<file path="src/rtl/product_accumulator_if.sv">
// rtl/product_accumulator_if.sv - product sampling and block-result handshake bundle.
interface product_accumulator_if #(
  parameter int unsigned ACC_W = 24
);
  logic             done_sig;
  logic [15:0]      product;
  logic             clear;
  logic             result_ack;
  logic             result_valid;
  logic [ACC_W-1:0] result;
  logic [7:0]       sample_cnt;
  logic             overflow;
  logic             lost;

  modport master (
    output done_sig, product, clear, result_ack,
    input  result_valid, result, sample_cnt, overflow, lost
  );

  modport slave (
    input  done_sig, product, clear, result_ack,
    output result_valid, result, sample_cnt, overflow, lost
  );
endinterface

</file>
<file path="src/rtl/product_accumulator.sv">
// rtl/product_accumulator.sv - sums fixed-length blocks of multiplier products into a held result.
module product_accumulator #(
  parameter int unsigned BLOCK_LEN = 4,
  parameter int unsigned ACC_W     = 24
) (
  input  logic                  clk,
  input  logic                  rst_n,
  product_accumulator_if.slave  bus
);
  typedef enum logic {COLLECT, LAST} state_e;

  localparam logic [7:0] LAST_CNT = 8'(BLOCK_LEN - 1);

  state_e           state_q, state_d;
  logic [ACC_W-1:0] acc_q, acc_d;
  logic [7:0]       cnt_q, cnt_d;
  logic [ACC_W-1:0] result_q, result_d;
  logic             result_valid_q, result_valid_d;
  logic             overflow_q, overflow_d;
  logic             lost_q, lost_d;

  logic [ACC_W:0]   sum;
  logic             block_done;
  logic             result_free;

  assign sum         = {1'b0, acc_q} + {{(ACC_W - 15){1'b0}}, bus.product};
  assign result_free = !result_valid_q || bus.result_ack;

  always_comb begin
    state_d        = state_q;
    acc_d          = acc_q;
    cnt_d          = cnt_q;
    result_d       = result_q;
    result_valid_d = result_valid_q;
    overflow_d     = overflow_q;
    lost_d         = lost_q;
    block_done     = 1'b0;

    // Clear wins over a coinciding product; that product is simply dropped.
    if (bus.clear) begin
      acc_d      = '0;
      cnt_d      = '0;
      overflow_d = 1'b0;
      lost_d     = 1'b0;
    end else if (bus.done_sig) begin
      if (sum[ACC_W]) begin
        overflow_d = 1'b1;
      end
      if (state_q == LAST) begin
        acc_d      = '0;
        cnt_d      = '0;
        block_done = 1'b1;
      end else begin
        acc_d = sum[ACC_W-1:0];
        cnt_d = cnt_q + 8'd1;
      end
    end

    // An ack in the completing cycle frees the register for the new sum.
    if (block_done) begin
      if (result_free) begin
        result_d       = sum[ACC_W-1:0];
        result_valid_d = 1'b1;
      end else begin
        lost_d = 1'b1;
      end
    end else if (result_valid_q && bus.result_ack) begin
      result_valid_d = 1'b0;
    end

    state_d = (cnt_d == LAST_CNT) ? LAST : COLLECT;
  end

  always_ff @(posedge clk) begin
    if (!rst_n) begin
      state_q        <= COLLECT;
      acc_q          <= '0;
      cnt_q          <= '0;
      result_q       <= '0;
      result_valid_q <= 1'b0;
      overflow_q     <= 1'b0;
      lost_q         <= 1'b0;
    end else begin
      state_q        <= state_d;
      acc_q          <= acc_d;
      cnt_q          <= cnt_d;
      result_q       <= result_d;
      result_valid_q <= result_valid_d;
      overflow_q     <= overflow_d;
      lost_q         <= lost_d;
    end
  end

  assign bus.result_valid = result_valid_q;
  assign bus.result       = result_q;
  assign bus.sample_cnt   = cnt_q;
  assign bus.overflow     = overflow_q;
  assign bus.lost         = lost_q;
endmodule

</file>
<file path="src/flat_wrapper.sv">
// flat-port wrapper written by rule: the top's interface ports become plain ports
module product_accumulator_flat 
#(
  parameter int unsigned BLOCK_LEN = 4,
  parameter int unsigned ACC_W     = 24
)
  (clk, rst_n, bus_done_sig, bus_product, bus_clear, bus_result_ack, bus_result_valid, bus_result, bus_sample_cnt, bus_overflow, bus_lost);
  product_accumulator_if #(.ACC_W(ACC_W)) bus_i ();
  input  logic clk;
  input  logic rst_n;
  input wire logic [$bits(bus_i.done_sig)-1:0] bus_done_sig;
  input wire logic [$bits(bus_i.product)-1:0] bus_product;
  input wire logic [$bits(bus_i.clear)-1:0] bus_clear;
  input wire logic [$bits(bus_i.result_ack)-1:0] bus_result_ack;
  output wire logic [$bits(bus_i.result_valid)-1:0] bus_result_valid;
  output wire logic [$bits(bus_i.result)-1:0] bus_result;
  output wire logic [$bits(bus_i.sample_cnt)-1:0] bus_sample_cnt;
  output wire logic [$bits(bus_i.overflow)-1:0] bus_overflow;
  output wire logic [$bits(bus_i.lost)-1:0] bus_lost;
  assign bus_i.done_sig = bus_done_sig;
  assign bus_i.product = bus_product;
  assign bus_i.clear = bus_clear;
  assign bus_i.result_ack = bus_result_ack;
  assign bus_result_valid = bus_i.result_valid;
  assign bus_result = bus_i.result;
  assign bus_sample_cnt = bus_i.sample_cnt;
  assign bus_overflow = bus_i.overflow;
  assign bus_lost = bus_i.lost;
  product_accumulator #(.BLOCK_LEN(BLOCK_LEN), .ACC_W(ACC_W)) u_core (.clk(clk), .rst_n(rst_n), .bus(bus_i));
endmodule
</file>
<file path="config.mk">
export PLATFORM = sky130hd
export DESIGN_NAME = product_accumulator_flat
export DESIGN_NICKNAME = d
export VERILOG_FILES = /design/src/rtl/product_accumulator_if.sv /design/src/rtl/product_accumulator.sv /design/src/flat_wrapper.sv
export SDC_FILE = /design/constraint.sdc
export NUM_CORES = 1
export LEC_CHECK = 0
export CAP_MARGIN = 0
export CORE_MARGIN = 4
export CORE_UTILIZATION = 54
export CTS_CLUSTER_SIZE = 10
export DETAILED_ROUTE_END_ITERATION = 16
export GPL_TIMING_DRIVEN = 1
export PLACE_DENSITY = 0.8
export SYNTH_ARGS = -nofsm -noshare
export SYNTH_HDL_FRONTEND = slang
export SYNTH_SLANG_ARGS = --single-unit
</file>
<file path="constraint.sdc">
create_clock -name clk -period 2.99 [get_ports clk]
set_clock_uncertainty 0.05 [all_clocks]
set_input_delay 0.7475 -clock clk [delete_from_list [all_inputs] [get_ports clk]]
set_output_delay 0.7475 -clock clk [all_outputs]
set_load 0.05 [all_outputs]
</file>
==> Word level (Yosys, flattened, before mapping) <==
Cells that the tools add are included.
{ "word_totals": {"ff_bits": 60, "input_bits": 21, "out_inout_bits": 35, "elab_cells": 34} }
{ "classes": {"add_sub_neg": 2, "n_eq_ne": 2, "n_mux": 14, "bitwise": 1, "reduce_logical": 8} }
{ "ops": {"columns": ["op", "n"], "rows": [
  ["$add A24 B16 Y25", 1],
  ["$mux W24", 1],
  ["$mux W8", 3],
  ["$mux W1", 10],
  ["$add A8 B1 Y8 const B", 1],
  ["$eq A8 B2 Y1 const B", 1],
  ["$reduce_and A2 Y1", 3],
  ["$ne A2 B2 Y1 const B", 1],
  ["$reduce_bool A2 Y1", 1],
  ["$reduce_or A2 Y1", 1],
  ["$logic_and A1 B1 Y1", 1],
  ["$logic_not A1 Y1", 1],
  ["$logic_or A1 B1 Y1", 1],
  ["$not A1 Y1", 1]
]} }

==> Logic depth before layout (Yosys ltp) <==
{ "logic_depth": {"word_depth": 6, "ltp_mapped": 10, "ltp_nobuf": 10} }

==> Worst setup path before layout <==
OpenSTA, ideal clock, no wires.
{ "synth_path": {"kind": "input port to flip-flop", "start": "input port bus_product[0]", "end": "register u_core.acc_q[22]", "t_arrival_ns": 2.651, "setup_slack_ns": 0.188, "stages": 10, "n_path_buf": 0, "cell_sequence": "ha_1 > inv_1 > fa_1 > nand2b_1 > a21oi_1 > o211ai_1 > a21oi_2 > o21bai_1 > or2_2 > o41ai_1"} }
{ "synth_via": {"elab_chain_cells": 2} }
{ "synth_lines": {"columns": ["element", "line", "source"], "rows": [
  ["start, declared", "flat_wrapper.sv:12", "input wire logic [$bits(bus_i.product)-1:0] bus_product;"],
  ["$add A24 B16 Y25", "product_accumulator.sv:26", "assign sum = {1'b0, acc_q} + {{(ACC_W - 15){1'b0}}, bus.product};"],
  ["$mux W24", "product_accumulator.sv:49", "if (state_q == LAST) begin"],
  ["end signal, assigned", "product_accumulator.sv:77", "acc_q <= '0;"],
  ["end signal, assigned", "product_accumulator.sv:85", "acc_q <= acc_d;"],
  ["end, declared", "product_accumulator.sv:15", "logic [ACC_W-1:0] acc_q, acc_d;"]
]} }
No other way between the ends.
A chain may end at the register's enable or synchronous reset.

==> Final worst setup path <==
{ "layout_path": {"start": "input port bus_product[1]", "end": "register u_core.result_q[22] (netlist: u_core.bus.result[22])"} }
{ "layout_via": {"elab_chain_cells": 1} }
{ "layout_lines": {"columns": ["element", "line", "source"], "rows": [
  ["$add A24 B16 Y25", "product_accumulator.sv:26", null],
  ["end signal, assigned", "product_accumulator.sv:87", "result_q <= result_d;"],
  ["end, declared", "product_accumulator.sv:17", "logic [ACC_W-1:0] result_q, result_d;"]
]} }
No other way between the ends.

==> flow_summary.yaml <==
clock_network:
  h-tree-depth: 3
  clkSinkCount: 60
  cts_hold_buf: 0
  root_buffer: "clkbuf_8"
  clock_path_buffers: 2
  cts_made_buffers: 9
  insertion_delay_ns: 0.35
  path_clk_slew_ns: 0.07
  tritoncts: "built"
worst_hold_path:
  hold_start: "u_core.bus.result[7]"
  holdPathStages: 2
  holdPathEnd: "u_core.bus.result[7]"
  hp-class: "reg -> reg"
global_route:
  antenna_found_initial: 0
  grt_pass1_vias: 3381
  overflow: 0
  grt_pass1_wl_um: 15750
  grt_max_degree: 22
  track_usage_pct: 26.14
synth:
  synthAdderAreaFrac_pct: 6.791
  synth_simple_gate_area_share_pct: 23.40
  synth_area_um2: 3427
  synthMuxAreaShare_pct: 0.8762
  synth-compound-area-share_pct: 23.04
  synth_ff_type: "dfxtp_1"
  syn_area_per_cell_um2: 8.083
  synth_edf_count: 0
  ys_seq_elements: 60
  synthXorXnorAreaFrac_pct: 4.856
  synth_top_cell_by_area: "dfxtp_1"
  yosys.cell_types.count: 59
  postSynthCellCount: 424
  post-synth-top-area-fraction_pct: 35.05
  synthArstFlopShare_pct: 0
  ys_seq_area_share_pct: 35.05
  synth_top_family_by_area: "simple AND/OR/NAND/NOR gates"
  synth_nets: 463
  ys.warnings.count: 0
  synthTopCellsByArea: "dfxtp_1, ha_1, nor2_1"
flow_run:
  drv_cap: 0
cells_and_area:
  drive_above_1_share_pct: 18.01
  nets: 556
  stdcell_count: 597
  areaGrowthSynthToFinish_pct: 35.38
  antennaDiodeCount: 0
  final_util_pct: 76.99
  stdcell_area_um2: 4639
  final_common_cell: "dfxtp_1"
  final_cell_mix: "dfxtp_1, clkdlybuf4s50_1, buf_4, nand2_1, nor2_1"
detailed_routing:
  drt_iter0_markers: 299
  ant_nets: 0
  drc: 0
  vias: 3560
  wire_per_inst_um: 16.66
  vias_per_cell: 5.963
  first_pass_iters: 5
  drt_wl_total_um: 9945
placed_design:
  dpl-instance-area_um2: 4288
  dp.cells: 579
  place_hpwl_um: 6588
  routabilityCongestion: 0.9703
  portBuffers: 55
worst_setup_path:
  r2r_end: "u_core.bus.result[22]"
  critical_path_class: "in -> reg"
  r2r_cells: 10
  r2r_start: "u_core.acc_q[0]"
  worst_ep_required_time_ns: 3.19
  crit_arrival_ns: 3.14
  rrSetupSlack_ns: 0.49
  cp_max_fo: 5
  cp-end-kind: "register"
  start_kind: "primary input"
floorplanning:
  core_area_um2: 6026
  num_rows: 28
  start_util_pct: 56.87
  die_w_um: 87.67
  die-area_um2: 7685
  pin_count: 56
  die_y_um: 87.67
timing:
  hold_viol: 0
  timing.final.setup_violations: 0
  maxSlewHeadroom_pct: 64.75
  fin_crit_sh_pct: 98.34
  max_freq_mhz: 340.1
  whs_ns: 0.4035
  min_period_ns: 2.940
  worst_pin_slew_ns: 0.5271
  setup_tns_ns: 0
  slew_viol_final: 0
power:
  power_density_nw_per_um2: 429.8
  leakage_nw: 1.817
  peakVddDrop_v: 0.0003466
outcome:
  status: "completed"
==> area by class of cell <==
type,instances,area (um^2)
multi-input combinational,326,2123
fill,427,1386
sequential,60,1201
tap,75,93.84
clock buffer,13,168.9
clock inverter,3,67.56
timing repair buffer,105,928.4
inverter,15,56.30
==> report_power, final <==
part	switching [W]	internal [W]
clock network	0.000342	0.000538
logic	0.000161	0.000132
registers	0.00000934	0.000811
total	0.000513	0.00148
==> sequential cells by signal (all words and copies together), names as in the netlist <==
signal	count
u_core.state_q	1
u_core.bus.sample_cnt	8
u_core.bus.result_valid	1
u_core.bus.result	24
u_core.bus.lost	1
u_core.bus.overflow	1
u_core.acc_q	24
==> Yosys cell counts, drive strengths merged (4+ instances only) <==
library cell,number
nor3,12
buf,5
nor2,49
a21oi,36
o21ai,23
ha,17
clkbuf,17
a211oi,8
inv,14
nand2b,5
dfxtp,60
xor2,10
or3,8
o211ai,8
a22oi,12
nand2,49
xnor2,9
a21o,5
a31oi,7
o311ai,4
nand4,10
nand3,17
==> how the worst max path moves through the flow <==
stage	to	slack, ns	from
after CTS	u_core.bus.result[19]	0.01	bus_product[8]
after detailed placement	u_core.acc_q[22]	-0.46	bus_product[0]
after global placement	u_core.acc_q[22]	-0.38	bus_product[0]
after global routing	u_core.acc_q[12]	-0.06	bus_product[2]
final	u_core.bus.result[22]	0.05	bus_product[1]
after floorplan	u_core.acc_q[22]	0.19	bus_product[0]
==> timing repair <==
item	in CTS	in global routing
cloned	0	0
endpoints found under the setup margin	9	18
pin swaps	2	15
resized for setup	4	17
setup buffers	0	2
==> stage by stage <==
step | setup WS, ns | power, W
after global placement | -0.3808 | 0.001101
after global routing | -0.05623 | 0.002075
final | 0.04974 | 0.001994
after CTS | 0.01062 | 0.001982
after detailed placement | -0.4584 | 0.001107
after floorplan | 0.1878 | 0.001013
==> routing by layer <==
| metal | vias up | wire, um | track usage [%] |
|---|---|---|---|
| met3 | 29 | 714 | 7.526 |
| met5 | - | 0 | 0 |
| li1 | 1715 | - | - |
| met2 | 145 | 4783 | 42.19 |
| met1 | 1671 | 4232 | 33.47 |
| met4 | 0 | 214 | 8.926 |
==> kinds of logic (layout without fill, tap and decap cells) <==
family	count (synthesis)	count (layout)
buf+inv	38	136
mux	3	3
xor+xnor	19	19
simple gates	169	169
compound gates	117	117
flops	60	60
fa+ha+maj	18	18
==> critical path, cell delays in order <==
cell and delay [ns]:
clkdlybuf4s50_1 0.51, inv_1 0.08, fa_2 0.40, nand2b_4 0.17, a21oi_4 0.17, o211ai_1 0.13, a21oi_2 0.32, o21bai_2 0.13
or2_2 0.30, o21a_1 0.19
Note: power is estimated with default switching activity, not from simulation.
